### config.mk
export PLATFORM = sky130hd
export DESIGN_NAME = red_pitaya_bus_sequencer
export DESIGN_NICKNAME = d
export VERILOG_FILES = /design/src/rtl/red_pitaya_bus_sequencer.sv
export SDC_FILE = /design/constraint.sdc
export NUM_CORES = 1
export LEC_CHECK = 0
export BUFFER_PORTS_ARGS = -buffer_cell sky130_fd_sc_hd__buf_2
export CELL_PAD_IN_SITES_DETAIL_PLACEMENT = 2
export CELL_PAD_IN_SITES_GLOBAL_PLACEMENT = 2
export CORE_ASPECT_RATIO = 1.75
export CORE_MARGIN = 3
export CORE_UTILIZATION = 28
export DETAILED_ROUTE_END_ITERATION = 16
export PLACE_DENSITY_LB_ADDON = 0.08
export SYNTH_ARGS = -nofsm -noshare
export SYNTH_HDL_FRONTEND = slang
export SYNTH_SLANG_ARGS = --single-unit
### constraint.sdc
create_clock -name clk_i -period 2.95 [get_ports clk_i]
set_clock_uncertainty 0.05 [all_clocks]
set_input_delay 0.59 -clock clk_i [delete_from_list [all_inputs] [get_ports clk_i]]
set_output_delay 0.59 -clock clk_i [all_outputs]
set_load 0.03 [all_outputs]
### src/rtl/red_pitaya_bus_sequencer.sv
// red_pitaya_bus_sequencer: ramps a target register through a sequence of values, verifying each write by read-back
// Ports:
//   clk_i, rstn_i                     clock, synchronous active-low reset
//   start_i, abort_i                  run request (honoured in IDLE), run termination
//   target_addr_i, start_val_i,       run configuration, latched when a run is accepted
//   step_i, nsteps_i, period_i
//   m_addr_o, m_wen_o, m_ren_o,       bus master: address, write/read strobes, write data,
//   m_wdata_o, m_ack_i, m_rdata_i     acknowledge and read data from the responder
//   busy_o, done_o, err_o, cur_val_o  status: running, completion pulse, sticky error, last written value
module red_pitaya_bus_sequencer #(
   parameter int GAINBITS = 24,
   parameter int TIMEOUT  = 255
) (
   input  logic                clk_i,
   input  logic                rstn_i,
   input  logic                start_i,
   input  logic                abort_i,
   input  logic [15:0]         target_addr_i,
   input  logic [GAINBITS-1:0] start_val_i,
   input  logic [GAINBITS-1:0] step_i,
   input  logic [15:0]         nsteps_i,
   input  logic [15:0]         period_i,
   output logic [15:0]         m_addr_o,
   output logic                m_wen_o,
   output logic                m_ren_o,
   output logic [31:0]         m_wdata_o,
   input  logic                m_ack_i,
   input  logic [31:0]         m_rdata_i,
   output logic                busy_o,
   output logic                done_o,
   output logic                err_o,
   output logic [GAINBITS-1:0] cur_val_o
);
   typedef enum logic [2:0] {IDLE, WR, WR_WAIT, RD, RD_WAIT, HOLD} state_t;
   state_t r_state, w_next;
   logic [15:0] r_addr, r_period, r_cnt;
   logic [GAINBITS-1:0] r_val, r_step, r_cur, w_sat;
   logic [31:0] r_tmr;
   logic r_done, r_err;
   logic [GAINBITS:0] w_sum;
   logic w_accept, w_done, w_err, w_tmo, w_hold_end, w_match, w_unused;
   // one extra bit exposes signed overflow; saturate towards the sign of the true sum
   assign w_sum      = {r_val[GAINBITS-1], r_val} + {r_step[GAINBITS-1], r_step};
   assign w_sat      = (w_sum[GAINBITS] ^ w_sum[GAINBITS-1]) ?
                       {w_sum[GAINBITS], {(GAINBITS-1){~w_sum[GAINBITS]}}} : w_sum[GAINBITS-1:0];
   // wait states start counting at 0, so the last accepted ack cycle is count TIMEOUT-1
   assign w_tmo      = r_tmr == 32'(TIMEOUT - 1);
   // HOLD starts counting at 1, so period 0 and 1 both give a single hold cycle
   assign w_hold_end = r_tmr >= {16'd0, r_period};
   assign w_match    = m_rdata_i[GAINBITS-1:0] == r_val;
   assign w_unused   = &{1'b0, m_rdata_i[31:GAINBITS]};
   assign m_addr_o   = r_addr;
   assign m_wdata_o  = {{(32-GAINBITS){r_val[GAINBITS-1]}}, r_val};
   assign m_wen_o    = r_state == WR;
   assign m_ren_o    = r_state == RD;
   assign busy_o     = r_state != IDLE;
   assign done_o     = r_done;
   assign err_o      = r_err;
   assign cur_val_o  = r_cur;
   always_comb begin
      w_next   = r_state;
      w_accept = 1'b0;
      w_done   = 1'b0;
      w_err    = 1'b0;
      if (abort_i)
         w_next = IDLE;
      else
         case (r_state)
            IDLE: if (start_i) begin
               w_accept = 1'b1;
               w_done   = nsteps_i == 16'd0;
               w_next   = (nsteps_i == 16'd0) ? IDLE : WR;
            end
            WR: w_next = WR_WAIT;
            WR_WAIT: begin
               w_err  = !m_ack_i && w_tmo;
               w_next = m_ack_i ? RD : (w_tmo ? IDLE : WR_WAIT);
            end
            RD: w_next = RD_WAIT;
            RD_WAIT: if (m_ack_i) begin
               w_err  = !w_match;
               w_done = w_match && r_cnt == 16'd1;
               w_next = (!w_match || r_cnt == 16'd1) ? IDLE : HOLD;
            end else begin
               w_err  = w_tmo;
               w_next = w_tmo ? IDLE : RD_WAIT;
            end
            HOLD: w_next = w_hold_end ? WR : HOLD;
            default: w_next = IDLE;
         endcase
   end
   always_ff @(posedge clk_i) begin
      if (!rstn_i) begin
         r_state  <= IDLE;
         r_addr   <= '0;
         r_period <= '0;
         r_cnt    <= '0;
         r_val    <= '0;
         r_step   <= '0;
         r_cur    <= '0;
         r_tmr    <= '0;
         r_done   <= 1'b0;
         r_err    <= 1'b0;
      end else begin
         r_state <= w_next;
         r_done  <= w_done;
         r_tmr   <= (w_next != r_state) ? ((w_next == HOLD) ? 32'd1 : 32'd0) : r_tmr + 32'd1;
         if (w_accept) begin
            r_addr   <= target_addr_i;
            r_period <= period_i;
            r_cnt    <= nsteps_i;
            r_val    <= start_val_i;
            r_step   <= step_i;
            r_err    <= 1'b0;
         end
         if (w_err)
            r_err <= 1'b1;
         if (r_state == WR)
            r_cur <= r_val;
         if (r_state == RD_WAIT && w_next == HOLD)
            r_cnt <= r_cnt - 16'd1;
         if (r_state == HOLD && w_next == WR)
            r_val <= w_sat;
      end
   end
endmodule

Word-level counts from Yosys, hierarchy flattened
Cells that the tools add are included.

storage, ports and cells
  register bits after elaboration = 157
  input port bits = 133
  output and inout bits = 77
  logic and storage cells = 70

cells by class
  add/sub/neg operators = 3
  order comparisons = 1
  eq/ne operators = 11
  mux-type cells = 28
  bitwise gates (word level) = 3
  reduce and logical (&&, ||, !) cells = 14

operator list
  kind                                                                  number
  24-bit 2-to-1 mux                                                     3
  32-bit by 1-bit adder with 32-bit output, second input constant       1
  32-bit by 8-bit == test with 1-bit output, second input constant      1
  32-bit by 16-bit greater-or-equal comparator with 1-bit output        1
  16-bit 2-to-1 mux                                                     2
  32-bit 2-to-1 mux                                                     1
  24-bit by 24-bit adder with 25-bit output                             1
  24-bit == test                                                        1
  3-bit 2-to-1 mux                                                      6
  3-bit one-hot mux with 6 select lines                                 1
  16-bit by 1-bit == test with 1-bit output, second input constant      1
  16-bit zero test                                                      1
  16-bit by 1-bit subtractor with 16-bit output, second input constant  1
  1-bit 2-to-1 mux                                                      11
  3-bit == test, second input constant                                  3
  3-bit by 1-bit == test with 1-bit output, second input constant       2
  3-bit by 2-bit == test with 1-bit output, second input constant       2
  2-bit nonzero test                                                    3
  1-bit logical AND                                                     4
  2-bit 2-to-1 mux                                                      2
  1-bit one-hot mux with 2 select lines                                 2
  3-bit zero test                                                       1
  3-bit != test                                                         1
  3-bit nonzero test                                                    1
  5 further kinds                                                       7

Longest topological paths before layout
  word-level depth = 10
  depth in mapped cells = 13

Worst setup path after synthesis
No wires, ideal clock.

  kind = register to register
  from = register r_val[0]
  to = register r_val[8]
  setup time = 0.095 ns
  data arrival time = 3.049 ns
  required time = 2.805 ns
  path slack = -0.244 ns
  cell stages (with the launch flop) = 14
  clock period less this slack = 3.194 ns
  cells stage by stage = dfxtp_1 > ha_1 > inv_1 > fa_1 > nand2b_1 > a21oi_1 > o31ai_1 > nand3_1 > a21oi_1 > o21a_1 > mux2i_1 > clkbuf_1 > nand2_1 > a221oi_1

between the ends
  longest elaborated chain between the ends = 10
  elaborated cells on any way between the ends = 15
  classes of those cells = 1 x add/sub; 2 x eq/ne; 6 x mux; 2 x bitwise; 4 x reduce/logical

ends and longest elaborated chain
  what                                                            RTL line  text
  start: declaration                                              37        logic [GAINBITS-1:0] r_val, r_step, r_cur, w_sat;
  start signal: assignment                                        112       r_val <= start_val_i;
  start signal: assignment                                        123       r_val <= w_sat;
  24-bit == test                                                  50        assign w_match = m_rdata_i[GAINBITS-1:0] == r_val;
  1-bit zero test                                                 83        w_next = (!w_match || r_cnt == 16'd1) ? IDLE : HOLD;
  1-bit logical OR                                                83
  3-bit 2-to-1 mux                                                83
  3-bit 2-to-1 mux                                                80        RD_WAIT: if (m_ack_i) begin
  3-bit one-hot mux with 6 select lines                           68        case (r_state)
  3-bit 2-to-1 mux                                                65        if (abort_i)
  3-bit by 1-bit == test with 1-bit output                        122       if (r_state == HOLD && w_next == WR)
  1-bit logical AND                                               122
  24-bit 2-to-1 mux / 2-bit nonzero test (equally long branches)  -

Parallel ways exist; a longest one is shown, timed or not.
A chain may end at the register's enable or synchronous reset.

Worst setup path after layout
  from = register r_val[3]
  to = register r_cnt[3]

between the ends
  longest elaborated chain between the ends = 10
  elaborated cells on any way between the ends = 11
  classes of those cells = 2 x eq/ne; 5 x mux; 4 x reduce/logical

ends and longest elaborated chain
  what                                                            RTL line  text
  24-bit == test *                                                50
  1-bit zero test *                                               83
  1-bit logical OR *                                              83
  3-bit 2-to-1 mux *                                              83
  3-bit 2-to-1 mux *                                              80
  3-bit one-hot mux with 6 select lines *                         68
  3-bit 2-to-1 mux *                                              65
  3-bit == test *                                                 120       if (r_state == RD_WAIT && w_next == HOLD)
  1-bit logical AND *                                             120
  16-bit 2-to-1 mux / 2-bit nonzero test (equally long branches)  -
  end signal: assignment                                          111       r_cnt <= nsteps_i;
  end signal: assignment                                          121       r_cnt <= r_cnt - 16'd1;
  end: declaration                                                36        logic [15:0] r_addr, r_period, r_cnt;

Every way passes the cells marked *; elsewhere a longest branch is shown, timed or not.

==> flow_summary.json <==
{
  "status": "finished, final reports clean",
  "gp_congestion": 0.8196,
  "netlist_area_um2": 8472,
  "cp_data_required_time_ns": 3.27,
  "slew_viol_final": 0,
  "final_area_um2": 12170,
  "start_util": 0.2862,
  "cp-end-kind": "flop",
  "fin_ws_ns": 0.07143,
  "start_kind": "flop",
  "clock_path_buffers": 2,
  "maxCapViolCount": 0,
  "fin_crit_ns": 2.879,
  "synth_nets": 1243,
  "tightest_slew_ns": 0.5665,
  "p_int_uw": 4099,
  "ant_nets": 0,
  "cp_data_arrival_time_ns": 3.20,
  "cts_tree": "built",
  "via_per_inst": 5.040,
  "crit_slowest_cell": "or4_1",
  "synth_cell_type_count": 65,
  "finalSetupViolations": 0,
  "rsz0062_at_grt": "true",
  "wl_um": 37290,
  "max_freq_ghz": 0.3474,
  "power.density_nw_per_um2": 467.1,
  "critPathMaxFanout": 4,
  "r2r-start": "r_val[3]$_SDFFE_PN0P_",
  "dp_cells": 1735,
  "wl_per_cell_um": 20.92,
  "synthFlopType": "dfxtp_1",
  "switching_share": 0.2787,
  "fin_crit_sh": 0.9758,
  "slew_headroom": 0.6170,
  "synthTopCellsByArea": "dfxtp_1 37%, nand2_1 10%, a21oi_1 6.7%",
  "synth_edf_count": 0,
  "clkLatencyLatePin_ns": 0.45,
  "cts.sinks": 157,
  "final_cell_count_no_fill": 1783,
  "worstSetupPathType": "flop to flop",
  "dp_hpwl_um": 28630,
  "netlist_instances": 1065,
  "pwr-share-seq": 0.397,
  "r2r_cells": 13,
  "ios": 210,
  "antenna_found_initial": 1,
  "drive_gt1_frac": 0.3479,
  "ctsHoldBuffers": 0,
  "yosysWarnings": 0,
  "grt_max_degree": 66,
  "areaGrowthSynthToFinish_pct": 43.60,
  "comb_power_share": 0.174,
  "ys_ff_latch": 157,
  "path_common_cell": "buf_4",
  "crit_start": "r_val[3]$_SDFFE_PN0P_",
  "synth_largest_area_cell": "dfxtp_1",
  "ys_seq_area_frac": 0.3710,
  "port-buffer-count": 201,
  "clk_pin_slew_ns": 0.06,
  "timing.rr.end": "r_cnt[3]$_SDFFE_PN0P_",
  "grt-ovfl-total": 0,
  "vdd_drop_max_uv": 418.4,
  "die_area_um2": 32460,
  "grt_pass1_vias": 9949,
  "synth_top_area_share": 0.3710,
  "cpLargestDelayFamily": "simple AND/OR/NAND/NOR gates",
  "total_leakage_power_uw": 0.005269,
  "cpPeakStageDelay_ns": 0.40,
  "drcViolationCount": 0,
  "rows": 83,
  "ff2ff_setup_slack_ns": 0.07,
  "grt.total_usage": 0.2286,
  "p_switching_uw": 1584,
  "vias": 8987,
  "crit_buf_inv": 4,
  "root_buffer": "clkbuf_16",
  "die_w_um": 137.5,
  "placed_area_um2": 10920,
  "dieHeight_um": 236.1,
  "critPathCapture": "r_cnt[3]$_SDFFE_PN0P_",
  "critical_path.cell_chain": "buf_12, xor2_1, nor4_1, nand4_1, nor3_2, buf_4, nand3_2, a21oi_4, buf_6, buf_4, nand2_1, or4_1, a31oi_1",
  "core_um2": 29600,
  "post-place-ws_ns": -0.5440,
  "hold_class": "input port to flop",
  "drt_iter0_drc": 254,
  "htreeDepth": 4,
  "ys_async_sr_fraction": 0,
  "cp.depth": 13,
  "syn_area_per_cell_um2": 7.955,
  "numCtsBuffers": 17,
  "final_hold_viol_count": 0,
  "grt_first_pass_wirelength_um": 55850,
  "drt-pass1-iter-count": 4,
  "layout.nets": 1565,
  "clkPwrFrac": 0.429
}
cell usage in the layout, fill, tap and decap left out, types with 8 or more instances in the layout:
cell type / synthesis / layout
a221oi_2: 0 / 10
nand2_1: 233 / 232
o21ai_0: 24 / 19
xor2_1: 46 / 46
nor4_1: 13 / 11
a21o_1: 11 / 11
a31oi_1: 15 / 14
nor2b_1: 10 / 8
inv_1: 33 / 32
buf_2: 5 / 201
a21oi_1: 114 / 108
dfxtp_1: 157 / 150
ha_1: 44 / 33
mux2i_1: 22 / 20
o211ai_1: 10 / 10
buf_4: 9 / 139
nand3_1: 29 / 26
nor3_1: 15 / 13
buf_12: 0 / 12
nand4_1: 13 / 13
nor2_1: 64 / 59
clkbuf_16: 0 / 18
o22ai_1: 8 / 8
xnor2_1: 22 / 22
nand2b_1: 13 / 12
nor2_2: 10 / 14
registers in the layout, summed over array words and instances, names as in the netlist:
name and count:
r_val 24, err_o 1, cur_val_o 24, r_period 16, r_tmr 32, m_addr_o 16, r_cnt 16, r_step 24
r_state 3, done_o 1
tightest hold or removal path, delay by kind of cell:
family / cells / cell delay, ns
AO/OA/AOI/OAI: 1 / 0.05
buffers and inverters: 1 / 0.09
AND/OR/NAND/NOR: 1 / 0.04
logic make-up after synthesis:
kind of cell	share of synthesized area
compound gates	0.1727
xor+xnor	0.07030
mux	0.02909
buf+inv	0.04726
simple gates	0.2424
flops	0.3710
fa+ha+maj	0.06735
metrics by stage:
stage          TNS [ns]  hold WS (ns)    util  total power [µW]
2_1_floorplan         0        0.3863       -              2778
3_3_place_gp     -11.93        0.3898  0.3691              3202
3_5_place_dp     -15.27        0.3991  0.3691              3223
4_1_cts               0        0.3011  0.4009              5719
5_1_grt          -1.314        0.3178  0.4110              5934
6_report              0        0.3252  0.4110              5683
repair_timing:
action / CTS / global route
setup endpoints to repair: 36 / 63
setup buffers: 7 / 5
pin swaps: 14 / 17
resized for setup: 44 / 48
endpoints found under the hold margin: 0 / 0
gates cloned: 1 / 2
cell type report:
class | count | area (µm²)
Timing Repair Buffer | 359 | 2407
Tap cell | 382 | 478.0
Antenna cell | 1 | 2.502
Sequential cell | 157 | 3152
Clock inverter | 10 | 160.2
Fill cell | 3415 | 17430
Clock buffer | 22 | 474.2
Inverter | 34 | 128.9
Multi-Input combinational cell | 818 | 5363
layer usage:
metal,up-vias,track usage,wire [µm]
met1,4466,0.2060,12250
met3,52,0.02945,696
met4,0,0.1162,1922
met5,-,0,0
li1,4334,-,-
met2,135,0.4686,22420
worst min-delay path by stage:
stage / from / endpoint / slack [ns] / cells after the start
3_3_place_gp: m_addr_o[13]$_SDFFE_PN0P_ / m_addr_o[13]$_SDFFE_PN0P_ / 0.39 / 2
2_1_floorplan: r_period[10]$_SDFFE_PN0P_ / r_period[10]$_SDFFE_PN0P_ / 0.39 / 2
6_report: target_addr_i[5] / m_addr_o[5]$_SDFFE_PN0P_ / 0.33 / 3
4_1_cts: step_i[8] / r_step[8]$_SDFFE_PN0P_ / 0.30 / 3
3_5_place_dp: err_o$_SDFFE_PN0P_ / err_o$_SDFFE_PN0P_ / 0.40 / 2
5_1_grt: target_addr_i[11] / m_addr_o[11]$_SDFFE_PN0P_ / 0.32 / 3
power by group through the flow:
stage	registers, µW	logic, µW	clock network, µW
6_report	2260	988	2440
5_1_grt	2260	1080	2590
4_1_cts	2260	957	2510
3_5_place_dp	2300	922	0
3_3_place_gp	2300	904	0
2_1_floorplan	2350	424	0
cells in the mapped netlist, drive strengths merged, types with 2 or more instances:
cell type / count
nor3: 16
mux2: 2
nand4: 13
o22ai: 8
o31a: 3
o211ai: 10
nand3b: 3
buf: 17
clkbuf: 39
and4: 4
nor2b: 10
a2bb2oi: 2
and3: 10
nor4: 14
mux2i: 22
or2: 3
nand2: 233
xor2: 46
a21boi: 2
nand2b: 14
or3: 8
ha: 44
nor4b: 2
a31oi: 15
nand3: 29
nor3b: 2
or4: 7
o311ai: 6
o21ai: 25
o31ai: 5
a221oi: 15
inv: 34
o21a: 7
xnor2: 22
nor2: 74
a211oi: 6
a21oi: 115
a21o: 11
dfxtp: 157
Note: power is estimated with default switching activity, not from simulation.
